--- config.mk ---
export PLATFORM = sky130hd
export DESIGN_NAME = aftab_div_sequencer
export DESIGN_NICKNAME = d
export VERILOG_FILES = /design/src/rtl/aftab_div_sequencer.sv
export SDC_FILE = /design/constraint.sdc
export NUM_CORES = 1
export LEC_CHECK = 0
export ABC_AREA = 1
export CORE_UTILIZATION = 50
export DETAILED_ROUTE_END_ITERATION = 10
export PLACE_DENSITY = 0.76
export REMOVE_ABC_BUFFERS = 1
export SLEW_MARGIN = 20
export SYNTH_ARGS = -nofsm -noshare
export SYNTH_HDL_FRONTEND = slang
export SYNTH_SLANG_ARGS = --single-unit
--- constraint.sdc ---
create_clock -name clk -period 2 [get_ports clk]
set_input_delay 0.6 -clock clk [delete_from_list [all_inputs] [get_ports clk]]
set_output_delay 0.6 -clock clk [all_outputs]
set_load 0.02 [all_outputs]
--- src/rtl/aftab_div_sequencer.sv ---
// Sequencer that wraps an unsigned divider core to provide signed/unsigned
// division with quotient or remainder selection.
// Optional feature: define AFTAB_DIV_ZERO_BYPASS_EN to skip the core entirely
// for a zero divisor (PREP goes straight to FIX).
module aftab_div_sequencer #(
    parameter int len = 32
) (
    input  logic           clk,
    input  logic           rst,
    input  logic           startDivide,
    input  logic           signedOp,
    input  logic           remSel,
    input  logic [len-1:0] dividend,
    input  logic [len-1:0] divisor,
    output logic [len-1:0] result,
    output logic           doneDivide,
    output logic           busy,
    output logic           startCore,
    output logic [len-1:0] coreDividend,
    output logic [len-1:0] coreDivisor,
    input  logic [len-1:0] coreQ,
    input  logic [len-1:0] coreR,
    input  logic           doneCore
);

    typedef enum logic [2:0] {
        IDLE  = 3'd0,
        PREP  = 3'd1,
        START = 3'd2,
        WAIT  = 3'd3,
        FIX   = 3'd4,
        DONE  = 3'd5
    } stateType;

    stateType pState, nState;

    logic [len-1:0] opA, opB;
    logic           sgnOp, remOp;
    logic           negQ, negR, divZero;
    logic [len-1:0] qReg, rReg;
    logic [len-1:0] magA, magB;
    logic           opBZero;

    // Operand magnitudes presented to the unsigned core
    always_comb begin
        magA    = (sgnOp && opA[len-1]) ? -opA : opA;
        magB    = (sgnOp && opB[len-1]) ? -opB : opB;
        opBZero = (opB == '0);
    end

    // State register
    always_ff @(posedge clk or negedge rst) begin
        if (!rst) pState <= IDLE;
        else      pState <= nState;
    end

    // Next-state logic and state-decoded control outputs
    always_comb begin
        nState     = pState;
        startCore  = 1'b0;
        doneDivide = 1'b0;
        busy       = 1'b1;
        case (pState)
            IDLE: begin
                busy = 1'b0;
                if (startDivide) nState = PREP;
            end
            PREP: begin
`ifdef AFTAB_DIV_ZERO_BYPASS_EN
                if (opBZero) nState = FIX;
                else         nState = START;
`else
                nState = START;
`endif
            end
            START: begin
                startCore = 1'b1;
                nState    = WAIT;
            end
            WAIT: begin
                if (doneCore) nState = FIX;
            end
            FIX: begin
                nState = DONE;
            end
            DONE: begin
                doneDivide = 1'b1;
                nState     = IDLE;
            end
            default: begin
                busy   = 1'b0;
                nState = IDLE;
            end
        endcase
    end

    // Datapath: operand latch, magnitude prep, core capture and sign fix-up
    always_ff @(posedge clk or negedge rst) begin
        if (!rst) begin
            opA          <= '0;
            opB          <= '0;
            sgnOp        <= 1'b0;
            remOp        <= 1'b0;
            negQ         <= 1'b0;
            negR         <= 1'b0;
            divZero      <= 1'b0;
            qReg         <= '0;
            rReg         <= '0;
            coreDividend <= '0;
            coreDivisor  <= '0;
            result       <= '0;
        end else begin
            case (pState)
                IDLE: begin
                    if (startDivide) begin
                        opA   <= dividend;
                        opB   <= divisor;
                        sgnOp <= signedOp;
                        remOp <= remSel;
                    end
                end
                PREP: begin
                    coreDividend <= magA;
                    coreDivisor  <= magB;
                    negQ         <= sgnOp & (opA[len-1] ^ opB[len-1]) & ~opBZero;
                    negR         <= sgnOp & opA[len-1];
                    divZero      <= opBZero;
                end
                WAIT: begin
                    if (doneCore) begin
                        qReg <= coreQ;
                        rReg <= coreR;
                    end
                end
                FIX: begin
                    // zero divisor ignores the core: quotient all-ones, remainder = raw dividend
                    if (divZero)    result <= remOp ? opA : '1;
                    else if (remOp) result <= negR ? -rReg : rReg;
                    else            result <= negQ ? -qReg : qReg;
                end
                default: begin
                end
            endcase
        end
    end

endmodule

==> summary.txt, run 1 <==
Run status
  – Status: finished, violations left
  – Failing checks: setup timing

Critical path
  – FF-to-FF End: result[28]
  – CP Capture Type: primary output
  – Worst EP arrival: 1.45 ns
  – Crit Path Max Fanout: 3
  – Crit start category: flip-flop
  – R2r setup slk: 0.06 ns
  – Reg2reg start: qReg[0]
  – Worst path required time: 1.40 ns
  – Crit path kind: reg -> out
  – R2R depth: 11

Detailed routing
  – Drt first pass iters: 5
  – DR vias/cell: 5.448
  – Routed vias: 12,880
  – Detail Route Antenna Nets: 0
  – Drt drc: 0
  – Initial drt markers: 1,227
  – Met2 Wirelength: 19,830 um
  – Met1 WL: 17,190 um
  – Met3 routed WL: 3048 um
  – DR WL/cell: 17.58 um
  – DRT Wirelength: 41,560 um
  – Max Used Layer: met4

Clock tree
  – Worst skew pair latency: 0.54 ns
  – H-Tree Depth: 1
  – Root Buffer: clkbuf_16
  – Worst-path clk slew: 0.06 ns
  – CTS tree: done
  – CTS Buffer Depth: 3
  – CTS buffer count: 27
  – Clock sink total: 232

Synth
  – Synth Flop Type: dfrtp_1
  – Synthesized area per cell: 7.327 um2
  – Post-synth cell types: 39
  – Seq/Total Area, Yosys: 45.07%
  – Yosys reg bits: 232
  – Post-synth EDFFs: 0
  – Post-Syn Area: 12,880 um2
  – Ys async rst share: 100.0%
  – Yosys warns: 0
  – Synth Instances: 1,758

Floorplanning
  – Initial core utilization: 51.01%
  – IO Pins: 233
  – Die width: 162.5 um
  – Die Height: 162.5 um
  – Core ar.: 25,250 um2
  – Num rows: 58
  – Die area: 26,410 um2

Flow run
  – Max_cap viols: 0

STA
  – RSZ-0062 raised after global routing: true
  – Max-slew headroom: 58.36%
  – Worst Slack Setup Final: -0.05255 ns
  – Least-Margin Pin Slew: 0.6246 ns
  – Final setup fails: 2
  – Clock skew: 0.01078 ns
  – Tmin final: 2.053 ns
  – Fmax: 487.2 MHz
  – Final hold viol count: 0
  – Slew Viols, Final: 0
  – Setup_tns: -0.08667 ns
  – Final worst-path cycle share: 102.6%

Place
  – Buffers on Ports: 232
  – Post-DP HPWL: 31,180 um
  – Placed inst area: 15,910 um2
  – GPL Wtd Cong: 0.9389

Power and ir drop
  – Clock Power Share: 20.5%
  – Logic pwr share: 48.7%
  – Pwr dens: 1677 nW/um2
  – Sw Pwr: 12,710 uW
  – Leak Pwr: 0.008263 uW
  – Internal power: 15,740 uW
  – Worst VDD drop: 1.217 mV
  – Switching share of total power: 44.68%
  – Sequential Power Share: 30.8%

Global route
  – Total GRT Usage: 31.69%
  – Number of global-route vias before repair: 12,700
  – Initial antenna violation count: 0
  – Grt ovf: 0
  – First-pass GRT wire length: 65,780 um
  – Largest net degree at the start of global routing: 104

Hold path
  – Min-Delay Path Class: reg -> reg
  – Hold path endpoint: coreDividend[20]
  – WHS Path Cells: 2
  – Hold path start: coreDividend[20]

Finish
  – Post-layout nets: 2,150
  – Layout cell share with drive strength beyond 1: 10.28%
  – P&R area growth vs syn: 31.75%
  – Final instance area: 16,970 um2
logic make-up after synthesis:
family / count (synthesis) / share of synthesized area [%]
AOI/OAI and AO/OA: 291 / 11.82
xor gates and xnor gates: 36 / 2.448
adders and majority gates: 4 / 0.3886
buffers and inverters: 218 / 6.819
DFF: 232 / 45.07
muxes: 19 / 1.661
and+or+nand+nor: 958 / 31.79
layer usage:
layer,GRT usage (%),vias up
met2,53.96,534
met4,11.02,0
met5,0,-
met3,3.972,84
met1,41.53,6018
li1,-,6243
final cells by class:
type | count | area, um2
Fill cell | 2247 | 8283
Multi-Input combinational cell | 1309 | 6289
Sequential cell | 232 | 5809
Timing Repair Buffer | 296 | 2840
Clock buffer | 32 | 734.5
Inverter | 146 | 550.5
Tap cell | 330 | 412.9
Clock inverter | 18 | 332.8
Antenna cell | 1 | 2.502
layout by cell type, fill, tap and decap left out, types with 34 or more instances in the layout:
master           instances
nand2_1                437
nor2_1                 245
dfrtp_1                229
nand3_1                183
a21oi_1                161
inv_1                  132
clkdlybuf4s50_1        132
dlygate4sd2_1           96
o21ai_0                 90
buf_4                   52
xor2_1                  34
Yosys cell counts, drive strengths merged (7+ instances only):
master	n	area share (%)
dfrtp	232	45
nand4	29	1.5
clkbuf	26	0.76
xor2	34	2.3
a21oi	162	6.3
mux2	19	1.7
nand2	448	13
nor3	13	0.62
buf	46	1.8
inv	145	4.2
nand3	191	7.6
nor2	267	8.3
o211ai	7	0.41
o21ai	112	4.6
worst max-delay path, stage by stage (launching register included):
cell and delay (ns):
dfrtp_1 0.40, inv_2 0.07, buf_6 0.12, nor3_4 0.19
buf_6 0.14
through the flow:
stage | total power [uW] | instances | hold slack [ns] | util (%) | setup slack (ns)
floorplan | 16870 | 1686 | 0.3044 | - | -0.5655
global placement | 22520 | 2308 | 0.4624 | 62.99 | 0.07677
detailed placement | 22880 | 2308 | 0.4654 | 62.99 | 0.02163
CTS | 28180 | 2360 | 0.4778 | 66.80 | -0.07862
global route | 30460 | 2363 | 0.4904 | 67.19 | -0.1145
finish | 28450 | 2364 | 0.4728 | 67.20 | -0.05255
registers in the layout, summed over array words and instances, names as in the netlist:
signal / flops
sgnOp: 1
negQ: 1
negR: 1
coreDivisor: 32
opA: 32
divZero: 1
rReg: 32
coreDividend: 32
result: 32
remOp: 1
pState: 3
qReg: 32
opB: 32
what timing repair did:
item                                   in CTS  in global routing
gates resized for setup                   115                 24
endpoints found under the hold margin      41                  0
cloned                                      0                  1
pin swaps                                   0                  2
setup endpoints to repair                  99                 16
hold buffers                                1                  0
buffers inserted                            1                  2
how the worst max path moves through the flow:
stage	cells after the start	from	to
5_1_grt	4	pState[0]	busy
2_1_floorplan	2	startDivide	opA[31]
4_1_cts	3	pState[2]	startCore
6_report	4	pState[1]	startCore
3_5_place_dp	4	pState[1]	busy
3_3_place_gp	4	pState[1]	busy
power by group through the flow:
stage	logic, uW	clock network [uW]	registers, uW
floorplan	7300	0	9580
global placement	13800	0	8730
detailed placement	14100	0	8770
CTS	13600	5910	8690
global route	15300	6100	9030
finish	13800	5850	8760
Note: power is estimated with default switching activity, not from simulation.
==> run 2: changes to the inputs <==
CAP_MARGIN = 0   (was unset)
CTS_CLUSTER_SIZE = 25   (was unset)
==> results of run 2 <==
No change in the layout: final DEF, timing and power equal those of run 1.
==> run 3: changes to the inputs <==
CORE_ASPECT_RATIO = 1.25   (was unset)
CTS_CLUSTER_DIAMETER = 100   (was unset)
==> run 3 against run 2 <==
Net effect: the run still ends with setup timing left; count of clock-buffer cells in the layout down 19; critical path depth unchanged; flip-flop and latch count unchanged; core utilization fell by 3.1 points; sequential share of layout area grew 1.6 points; routed wire length fell by 7.1%; maximum frequency up 2.4%; non-clock buffer count fell by 5; critical path type unchanged; largest cell class unchanged.
==> summary.txt, run 3 (synthesis results as in run 1) <==
Global route
  – Number of global-route vias before repair: 12,250 (was 12,700)
  – Grt ovf: 0 (unchanged)
  – First-pass GRT wire length: 61,820 um (was 65,780 um)
  – Total GRT Usage: 29.30% (was 31.69%)
  – Initial antenna violation count: 0 (unchanged)
  – Largest net degree at the start of global routing: 95 (was 104)

Power and ir drop
  – Sw Pwr: 11,790 uW (was 12,710 uW)
  – Logic pwr share: 53.8% (was 48.7%)
  – Pwr dens: 1532 nW/um2 (was 1677 nW/um2)
  – Design Power: 24,830 uW (was 28,450 uW)
  – Switching share of total power: 47.46% (was 44.68%)
  – Leak Pwr: 0.007883 uW (was 0.008263 uW)
  – Worst VDD drop: 0.7580 mV (was 1.217 mV)
  – Clock Power Share: 11.3% (was 20.5%)
  – Internal power: 13,050 uW (was 15,740 uW)
  – Sequential Power Share: 34.9% (was 30.8%)

Place
  – Buffers on Ports: 232 (unchanged)
  – GPL Wtd Cong: 0.9507 (was 0.9389)
  – Dpl ws: 0.02020 ns (was 0.02163 ns)
  – Placed inst area: 15,860 um2 (was 15,910 um2)
  – Post-DP HPWL: 29,590 um (was 31,180 um)

Critical path
  – Worst EP arrival: 1.40 ns (was 1.45 ns)
  – Reg2reg start: qReg[4] (was qReg[0])
  – Crit start category: flip-flop (unchanged)
  – Most common cell on crit path: buf_4 (was buf_6)
  – Crit path kind: reg -> out (unchanged)
  – CP bufs+invs: 2 (was 3)
  – Top delay family on crit path: flip-flops (unchanged)
  – Crit. Startpoint: pState[0] (was pState[1])
  – CP Capture Type: primary output (unchanged)
  – Worst path required time: 1.40 ns (about the same)
  – Crit Path Max Fanout: 3 (unchanged)
  – Max stage delay on crit path: 0.41 ns (was 0.40 ns)
  – Critical path cell sequence: buf_4 > nand2_4 > o211ai_1 > buf_4 (was inv_2 > buf_6 > nor3_4 > buf_6)
  – Crit-path slowest cell: dfrtp_1 (unchanged)

STA
  – Final hold viol count: 0 (unchanged)
  – RSZ-0062 raised after global routing: true (unchanged)
  – Tmin final: 2.004 ns (was 2.053 ns)
  – Final setup fails: 1 (was 2)
  – Clock skew: 0.02575 ns (was 0.01078 ns)
  – Fmax: 498.9 MHz (was 487.2 MHz)
  – Max-slew headroom: 58.02% (was 58.36%)
  – Worst Slack Setup Final: -0.004480 ns (was -0.05255 ns)
  – Least-Margin Pin Slew: 0.6297 ns (was 0.6246 ns)
  – Final worst-path cycle share: 100.2% (was 102.6%)
  – Slew Viols, Final: 0 (unchanged)

Finish
  – Post-layout nets: 2,131 (was 2,150)
  – Commonest non-fill, non-tap cell in the layout: nand2_1 (unchanged)
  – Layout cell share with drive strength beyond 1: 8.630% (was 10.28%)
  – Diode count: 0 (was 1)
  – Post-layout util: 64.08% (was 67.20%)
  – Final instance area: 16,210 um2 (was 16,970 um2)
  – P&R area growth vs syn: 25.82% (was 31.75%)
  – Fillers: 2,310 (was 2,247)
  – Commonest cells after routing, fill and taps aside: nand2_1, nor2_1, dfrtp_1 (unchanged)

Detailed routing
  – Initial drt markers: 754 (was 1,227)
  – Detail Route Antenna Nets: 0 (unchanged)
  – DR vias/cell: 5.419 (was 5.448)
  – Drt drc: 0 (unchanged)
  – Routed vias: 12,620 (was 12,880)
  – Drt first pass iters: 5 (unchanged)
  – DRT Wirelength: 38,590 um (was 41,560 um)
  – DR WL/cell: 16.58 um (was 17.58 um)

Clock tree
  – CTS buffer count: 13 (was 27)
  – Clock sink total: 232 (unchanged)
  – CTS tree: done (unchanged)
  – CTS Buffer Depth: 3 (unchanged)
  – Worst-path clk slew: 0.10 ns (was 0.06 ns)
  – H-Tree Depth: 1 (unchanged)
  – Worst skew pair latency: 0.50 ns (was 0.54 ns)
  – Root Buffer: clkbuf_16 (unchanged)

Floorplanning
  – Die area: 26,410 um2 (about the same)
  – Initial core utilization: 50.93% (was 51.01%)
  – IO Pins: 233 (unchanged)
  – Die Height: 181.5 um (was 162.5 um)
  – Core ar.: 25,290 um2 (was 25,250 um2)
  – Num rows: 65 (was 58)
  – Die width: 145.6 um (was 162.5 um)

Run status
  – Status: finished, violations left (unchanged)
  – Failing checks: setup timing (unchanged)

Hold path
  – Min-Delay Path Class: reg -> reg (unchanged)
  – Hold path start: coreDividend[30] (was coreDividend[20])

Flow run
  – Max_cap viols: 0 (unchanged)
run 3: cell count changes in the layout (fill, tap and decap cells not counted), sizes merged:
cell	change
clkinvlp	-1
diode	-1
bufinv	-9
buf	-5
clkbuf	-19
inv	+1
clkinv	-7
run 3: metrics by stage:
stage,TNS [ns],instances,hold WS [ns]
6_report,-0.004480,2328,0.4804
3_5_place_dp,0,2307,0.4639
2_1_floorplan,-46.17,1686,0.3044
3_3_place_gp,0,2307,0.4608
4_1_cts,-0.02842,2323,0.4857
5_1_grt,-0.1231,2328,0.5003
run 3: layout make-up:
type	instances	area [um2]	area share (%)
Inverter	146	548.0	3.381
Sequential cell	232	5807	35.83
Clock inverter	2	28.78	0.1776
Multi-Input combinational cell	1309	6292	38.82
Tap cell	335	419.2	2.586
Timing Repair Buffer	291	2786	17.19
Clock buffer	13	325.3	2.007
run 3: final timing paths:
check | endpoint | slack, ns | depth (start not counted)
setup reg to reg | result[27] | 0.10 | 10
hold reg to reg | coreDividend[30] | 0.48 | 2
setup / recovery | busy | -0.004 | 4
max in group asynchronous | divZero | 0.81 | 3
min in group asynchronous | coreDivisor[4] | 0.59 | 2
hold / removal | coreDividend[30] | 0.48 | 2
run 3: power groups by stage:
| stage | clock network [uW] | registers (uW) | logic, uW |
|---|---|---|---|
| 2_1_floorplan | 0 | 9580 | 7300 |
| 3_3_place_gp | 0 | 8670 | 13400 |
| 3_5_place_dp | 0 | 8720 | 13700 |
| 4_1_cts | 2860 | 8620 | 13100 |
| 5_1_grt | 3010 | 8940 | 14900 |
| 6_report | 2800 | 8670 | 13400 |
run 3: worst reg2reg max path, stage by stage (launching register included):
cell and delay (ns):
dfrtp_1 0.43, nor2_1 0.17, nand2_1 0.10, nor2_1 0.29, nand2_1 0.10, nand2_1 0.23, nand3_1 0.12, nand3_1 0.11
nand3_1 0.11, nand2_1 0.09, nand2_1 0.05
run 3: per-layer routing:
metal	GRT usage (%)	share of wire [%]	vias to the layer above
li1	-	-	6177
met1	36.42	41	5939
met2	52.75	50	423
met3	2.186	4.7	77
met4	11.92	4.1	0
met5	0	0	-
run 3: timing repair:
item / CTS / global route
pin swaps: 0 / 8
resized for setup: 113 / 27
buffers inserted: 0 / 4
endpoints found under the hold margin: 6 / 0
endpoints found under the setup margin: 99 / 22
gates cloned: 0 / 1
hold buffers: 1 / 0
